--- src/rtl/detector_sequencia_pkg.sv ---
// Shared defaults, width helper and the per-cycle operation decode for the
// sequence detector.
package detector_sequencia_pkg;

  localparam int W_DEF     = 8;
  localparam int DEPTH_DEF = 4;
  localparam int CNT_W_DEF = 8;

  // Bits needed to encode 0..n-1, never less than one bit.
  function automatic int width_of(input int n);
    return (n <= 2) ? 1 : $clog2(n);
  endfunction

  typedef enum logic [1:0] {
    OP_HOLD,
    OP_CLEAR,
    OP_CFG,
    OP_DATA
  } op_t;

endpackage

--- src/rtl/detector_padrao_mem.sv ---
// Pattern register file: one write port plus two combinational read ports
// (current position and first word, used for restart decisions).
module detector_padrao_mem
  import detector_sequencia_pkg::*;
#(
  parameter int W     = W_DEF,
  parameter int DEPTH = DEPTH_DEF,
  parameter int AW    = width_of(DEPTH)
) (
  input  logic          clk,
  input  logic          reset,
  input  logic          we,
  input  logic [AW-1:0] waddr,
  input  logic [W-1:0]  wdata,
  input  logic [AW-1:0] raddr,
  output logic [W-1:0]  rdata,
  output logic [W-1:0]  rdata0
);

  logic [W-1:0] pat [DEPTH];

  always_ff @(posedge clk or negedge reset) begin
    if (!reset) begin
      for (int i = 0; i < DEPTH; i++) pat[i] <= '0;
    end else if (we) begin
      pat[waddr] <= wdata;
    end
  end

  assign rdata  = pat[raddr];
  assign rdata0 = pat[0];

endmodule

--- src/rtl/detector_sequencia.sv ---
// Streaming pattern detector: tracks how many consecutive pattern words have
// been seen, pulses match on completion and keeps a saturating match count.
//
// op        | meaning
// OP_HOLD   | no valid word: hold progress, drop match
// OP_CLEAR  | zero progress and match count, pattern kept
// OP_CFG    | pattern word written, progress restarts
// OP_DATA   | compare in_data against pattern word at current progress
module detector_sequencia
  import detector_sequencia_pkg::*;
#(
  parameter int W       = W_DEF,
  parameter int DEPTH   = DEPTH_DEF,
  parameter int CNT_W   = CNT_W_DEF,
  parameter int OVERLAP = 1,
  localparam int AW     = width_of(DEPTH),
  localparam int EW     = width_of(DEPTH + 1)
) (
  input  logic             clk,
  input  logic             reset,
  input  logic             clear,
  input  logic             cfg_we,
  input  logic [AW-1:0]    cfg_addr,
  input  logic [W-1:0]     cfg_data,
  input  logic             in_valid,
  input  logic [W-1:0]     in_data,
  output logic [EW-1:0]    estado,
  output logic             match,
  output logic [CNT_W-1:0] match_count
);

  logic [W-1:0] pat_cur;
  logic [W-1:0] pat_first;
  logic         cfg_ok;
  logic         hit;
  logic         hit_first;
  logic         at_last;
  op_t          op;

  // Writes beyond the last pattern slot are treated as if cfg_we were low.
  assign cfg_ok = cfg_we && (int'(cfg_addr) < DEPTH);

  always_comb begin
    op = OP_HOLD;
    if (clear)         op = OP_CLEAR;
    else if (cfg_ok)   op = OP_CFG;
    else if (in_valid) op = OP_DATA;
  end

  detector_padrao_mem #(
    .W     (W),
    .DEPTH (DEPTH),
    .AW    (AW)
  ) u_mem (
    .clk    (clk),
    .reset  (reset),
    .we     (op == OP_CFG),
    .waddr  (cfg_addr),
    .wdata  (cfg_data),
    .raddr  (estado[AW-1:0]),
    .rdata  (pat_cur),
    .rdata0 (pat_first)
  );

  assign hit       = (in_data == pat_cur);
  assign hit_first = (in_data == pat_first);
  assign at_last   = (estado == EW'(DEPTH - 1));

  always_ff @(posedge clk or negedge reset) begin
    if (!reset) begin
      estado      <= '0;
      match       <= 1'b0;
      match_count <= '0;
    end else begin
      case (op)
        OP_CLEAR: begin
          estado      <= '0;
          match       <= 1'b0;
          match_count <= '0;
        end
        OP_CFG: begin
          estado <= '0;
          match  <= 1'b0;
        end
        OP_DATA: begin
          if (hit && at_last) begin
            match <= 1'b1;
            if (match_count != '1) match_count <= match_count + CNT_W'(1);
            // Only the completing word itself may seed the next match.
            estado <= ((OVERLAP != 0) && hit_first) ? EW'(1) : '0;
          end else if (hit) begin
            match  <= 1'b0;
            estado <= estado + EW'(1);
          end else begin
            match  <= 1'b0;
            estado <= hit_first ? EW'(1) : '0;
          end
        end
        default: match <= 1'b0;
      endcase
    end
  end

endmodule

--- config.mk ---
export PLATFORM = sky130hd
export DESIGN_NAME = detector_sequencia
export DESIGN_NICKNAME = d
export VERILOG_FILES = /design/src/rtl/detector_sequencia_pkg.sv /design/src/rtl/detector_padrao_mem.sv /design/src/rtl/detector_sequencia.sv
export SDC_FILE = /design/constraint.sdc
export NUM_CORES = 1
export LEC_CHECK = 0
export ABC_AREA = 0
export BUFFER_PORTS_ARGS = -buffer_cell sky130_fd_sc_hd__buf_4
export CAP_MARGIN = 20
export CORE_ASPECT_RATIO = 0.75
export CORE_MARGIN = 2
export CORE_UTILIZATION = 41
export DETAILED_ROUTE_END_ITERATION = 8
export GPL_ROUTABILITY_DRIVEN = 0
export GPL_TIMING_DRIVEN = 0
export SETUP_SLACK_MARGIN = 0.4
export SLEW_MARGIN = 20
export SYNTH_ARGS = -nofsm -noshare
export SYNTH_HDL_FRONTEND = slang
export SYNTH_SLANG_ARGS = --single-unit
--- constraint.sdc ---
create_clock -name clk -period 3.8 [get_ports clk]
set_input_delay 0.76 -clock clk [delete_from_list [all_inputs] [get_ports clk]]
set_output_delay 0.76 -clock clk [all_outputs]
set_load 0.02 [all_outputs]
==> reports/metrics.csv <==
metric;value;unit
wire length of the first global-routing pass;7.52;mm
footprint of the flip-flops and latches;1100;µm²
crit-path cells;clkbuf_1 -> mux4_2 -> xnor2_1 -> nand2_1 -> or3_1 -> buf_2 -> nor3_1 -> mux2_2;
initial antenna violation count;0;
number of DRC markers in iteration 0;95;
count of max-cap constraint violations;0;
initial core utilization;42.5;%
Horiz. Die Dim;89.8;µm
vias in the first global route;1475;
Power per Cell Area;399;nW/µm²
total routed wirelength;4.61;mm
slew at the pin closest to its max-slew limit;884;ps
DIE AREA;6140;µm²
data required time at the worst endpoint;3980;ps
detailed-route DRC error count;0;
peak clock frequency supported by timing;355;MHz
worst setup path category;reg2reg;
post-synth top area cell;sky130_fd_sc_hd__dfrtp_1;
maximum number of pins on one net before global-route repair;45;
slack of the worst reg-to-reg path;980;ps
IO Port Bufs;34;
final instance area;2700;µm²
static leakage;0.00113;µW
maximum level of the CTS H-tree;2;
Overflow after GRT;0;
number of distinct standard cells referenced by the synthesized netlist;33;
fill cell count;487;
fraction of final layout cells sized beyond drive strength 1;38.1;%
CP Launch Type;register;
Syn Inst Count;182;
via count;1539;
headroom to the max-slew limit;40.8;%
signal arrival time at the worst endpoint;3000;ps
Total Power;1080;µW
Worst IR Drop VDD;0.229;mV
Num Clock Sinks;44;
per-cell routed wire length;15.5;µm
RSZ-0062 raised after global routing;no;
average vias per placed instance;5.16;
sequential cell area fraction in the yosys report;48.6;%
overall track demand over capacity in global routing;16.2;%
final cell count without fillers;298;
area fraction of the dominant cell type after synthesis;48.6;%
depth of the most critical reg-to-reg path;8;
placed wire-length estimate after detailed placement;3.29;mm
Multi-input gate area;1130;µm²
Critical Path Max Stage Delay;490;ps
number of placed cells counting well taps;291;
r2r startpoint;estado[1];
Pins Over Slew Limit;0;
# IOs;35;
Clock Skews;10.4;ps
CORE AREA;5320;µm²
Final setup viols;0;
Pre-antenna DRT Iters;4;
Yosys reg bits;44;
buffers and inverters on the worst path;2;
netlist area before placement;2260;µm²
worst min path class;in2async;
row cnt;23;
critical path endpoint category;register;
height of the chip;68.4;µm
Fin. Hold Viols;0;
maximum count of clock buffers along a single path;2;
mean cell area of the mapped netlist;12.4;µm²
CTS tree;done;
layout overhead on the synthesized area;19.2;%
standard cell with the maximum stage delay on the critical path;sky130_fd_sc_hd__clkbuf_1;
Layout Utilization;50.7;%
number of post-CTS setup repair buffers;0;
number of diodes;0;
leading post-synthesis cells by cell area;sky130_fd_sc_hd__dfrtp_1 (49%), sky130_fd_sc_hd__mux2_2 (16%), sky130_fd_sc_hd__xnor2_1 (5.0%);
number of cells upsized or downsized after cts;0;
Tmin final;2820;ps
CTS clock-pin slew for the worst setup and hold paths;90;ps
worst-path fanout max;10;
net total in the final layout;249;
Period Utilization, post-route;74.2;%
syn_nets;208;
total negative slack;0;ps
post-cts hold buffer count;0;
placed instance area;2620;µm²
clock buffer count from CTS;5;
endpoint of the worst register-to-register path;match_count[4];
antenna viol nets, final;0;
clock network latency to the later pin of the worst-skew pair;300;ps
Yosys warnings;0;
root buf cell;sky130_fd_sc_hd__clkbuf_8;
result of the run;completed;
CP top delay family;multiplexers;
through the flow:
step,hold WS [ps],setup WS (ps)
floorplan,464,1270
global placement,484,986
detailed placement,487,991
CTS,475,986
global route,487,814
finish,442,982
worst reg2reg max path, delay by kind of cell, from the launching register on:
| kind | cells | cell delay, ps |
|---|---|---|
| XOR/XNOR | 1 | 200 |
| buffers and inverters | 2 | 670 |
| multiplexers | 2 | 780 |
| flip-flops | 1 | 360 |
| AND/OR/NAND/NOR | 3 | 710 |
metal layers:
layer | up-vias | share of wire, % | track usage (%)
met5 | - | 0 | 0
met4 | 0 | 0.87 | 5.19
met3 | 5 | 3.6 | 3.41
met2 | 28 | 43 | 25.3
met1 | 753 | 52 | 22.9
li1 | 753 | - | -
how the worst max path moves through the flow:
stage	start	to	slack [ps]	cells past startpoint
3_5_place_dp	estado[1]	match_count[4]	990	8
2_1_floorplan	estado[0]	match_count[4]	1270	8
5_1_grt	estado[1]	estado[1]	810	7
4_1_cts	estado[1]	match_count[4]	990	8
3_3_place_gp	estado[1]	match_count[4]	990	8
6_report	estado[1]	match_count[4]	980	8
report_power, final:
group | switching [µW] | internal [µW]
Sequential | 40.9 | 543
Clock | 158 | 125
Combinational | 83.3 | 128
Total | 282 | 795
area by class of cell:
cell class,instances,share of cell area [%]
Buffer,4,0.880
Inverter,5,0.695
Clock buffer,5,2.55
Clock inverter,2,0.463
Timing Repair Buffer,34,9.45
Tap cell,75,3.48
Sequential cell,44,40.8
Multi-Input combinational cell,129,41.7
state kept, by name, indices dropped and copies added, names as in the netlist:
signal / count
u_mem.pat: 24
match_count: 8
u_mem.rdata0: 8
estado: 3
match: 1
cell usage in the layout (no fill, tap or decap), types with 5 or more instances in the layout:
master and n:
sky130_fd_sc_hd__dfrtp_1 44, sky130_fd_sc_hd__buf_4 34, sky130_fd_sc_hd__mux2_2 33, sky130_fd_sc_hd__xnor2_1 13
sky130_fd_sc_hd__nand2_1 12, sky130_fd_sc_hd__nor2_1 9, sky130_fd_sc_hd__nand3_1 7, sky130_fd_sc_hd__inv_1 5
sky130_fd_sc_hd__nor3_1 5, sky130_fd_sc_hd__clkbuf_8 5
kinds of logic after synthesis:
| logic type | synth area share (%) |
|---|---|
| xor+xnor | 6.19 |
| flops | 48.6 |
| mux | 25.0 |
| compound gates | 5.30 |
| simple gates | 11.3 |
| fa+ha+maj | 1.66 |
| buf+inv | 1.88 |
Yosys cell counts (all sizes together):
cell    count
a21oi       4
a311oi      2
a31o        3
a31oi       1
and2        1
and3        4
buf         2
clkbuf      2
dfrtp      44
ha          3
inv         5
mux2       33
mux4        8
nand2      12
nand2b      1
nand3       7
nand3b      1
nand4       2
nor2        9
nor2b       2
nor3        5
nor3b       1
o211ai      1
o21ai       5
o41ai       2
or3         5
or4         1
xnor2      13
xor2        3
(Power assumes the default switching activity.)
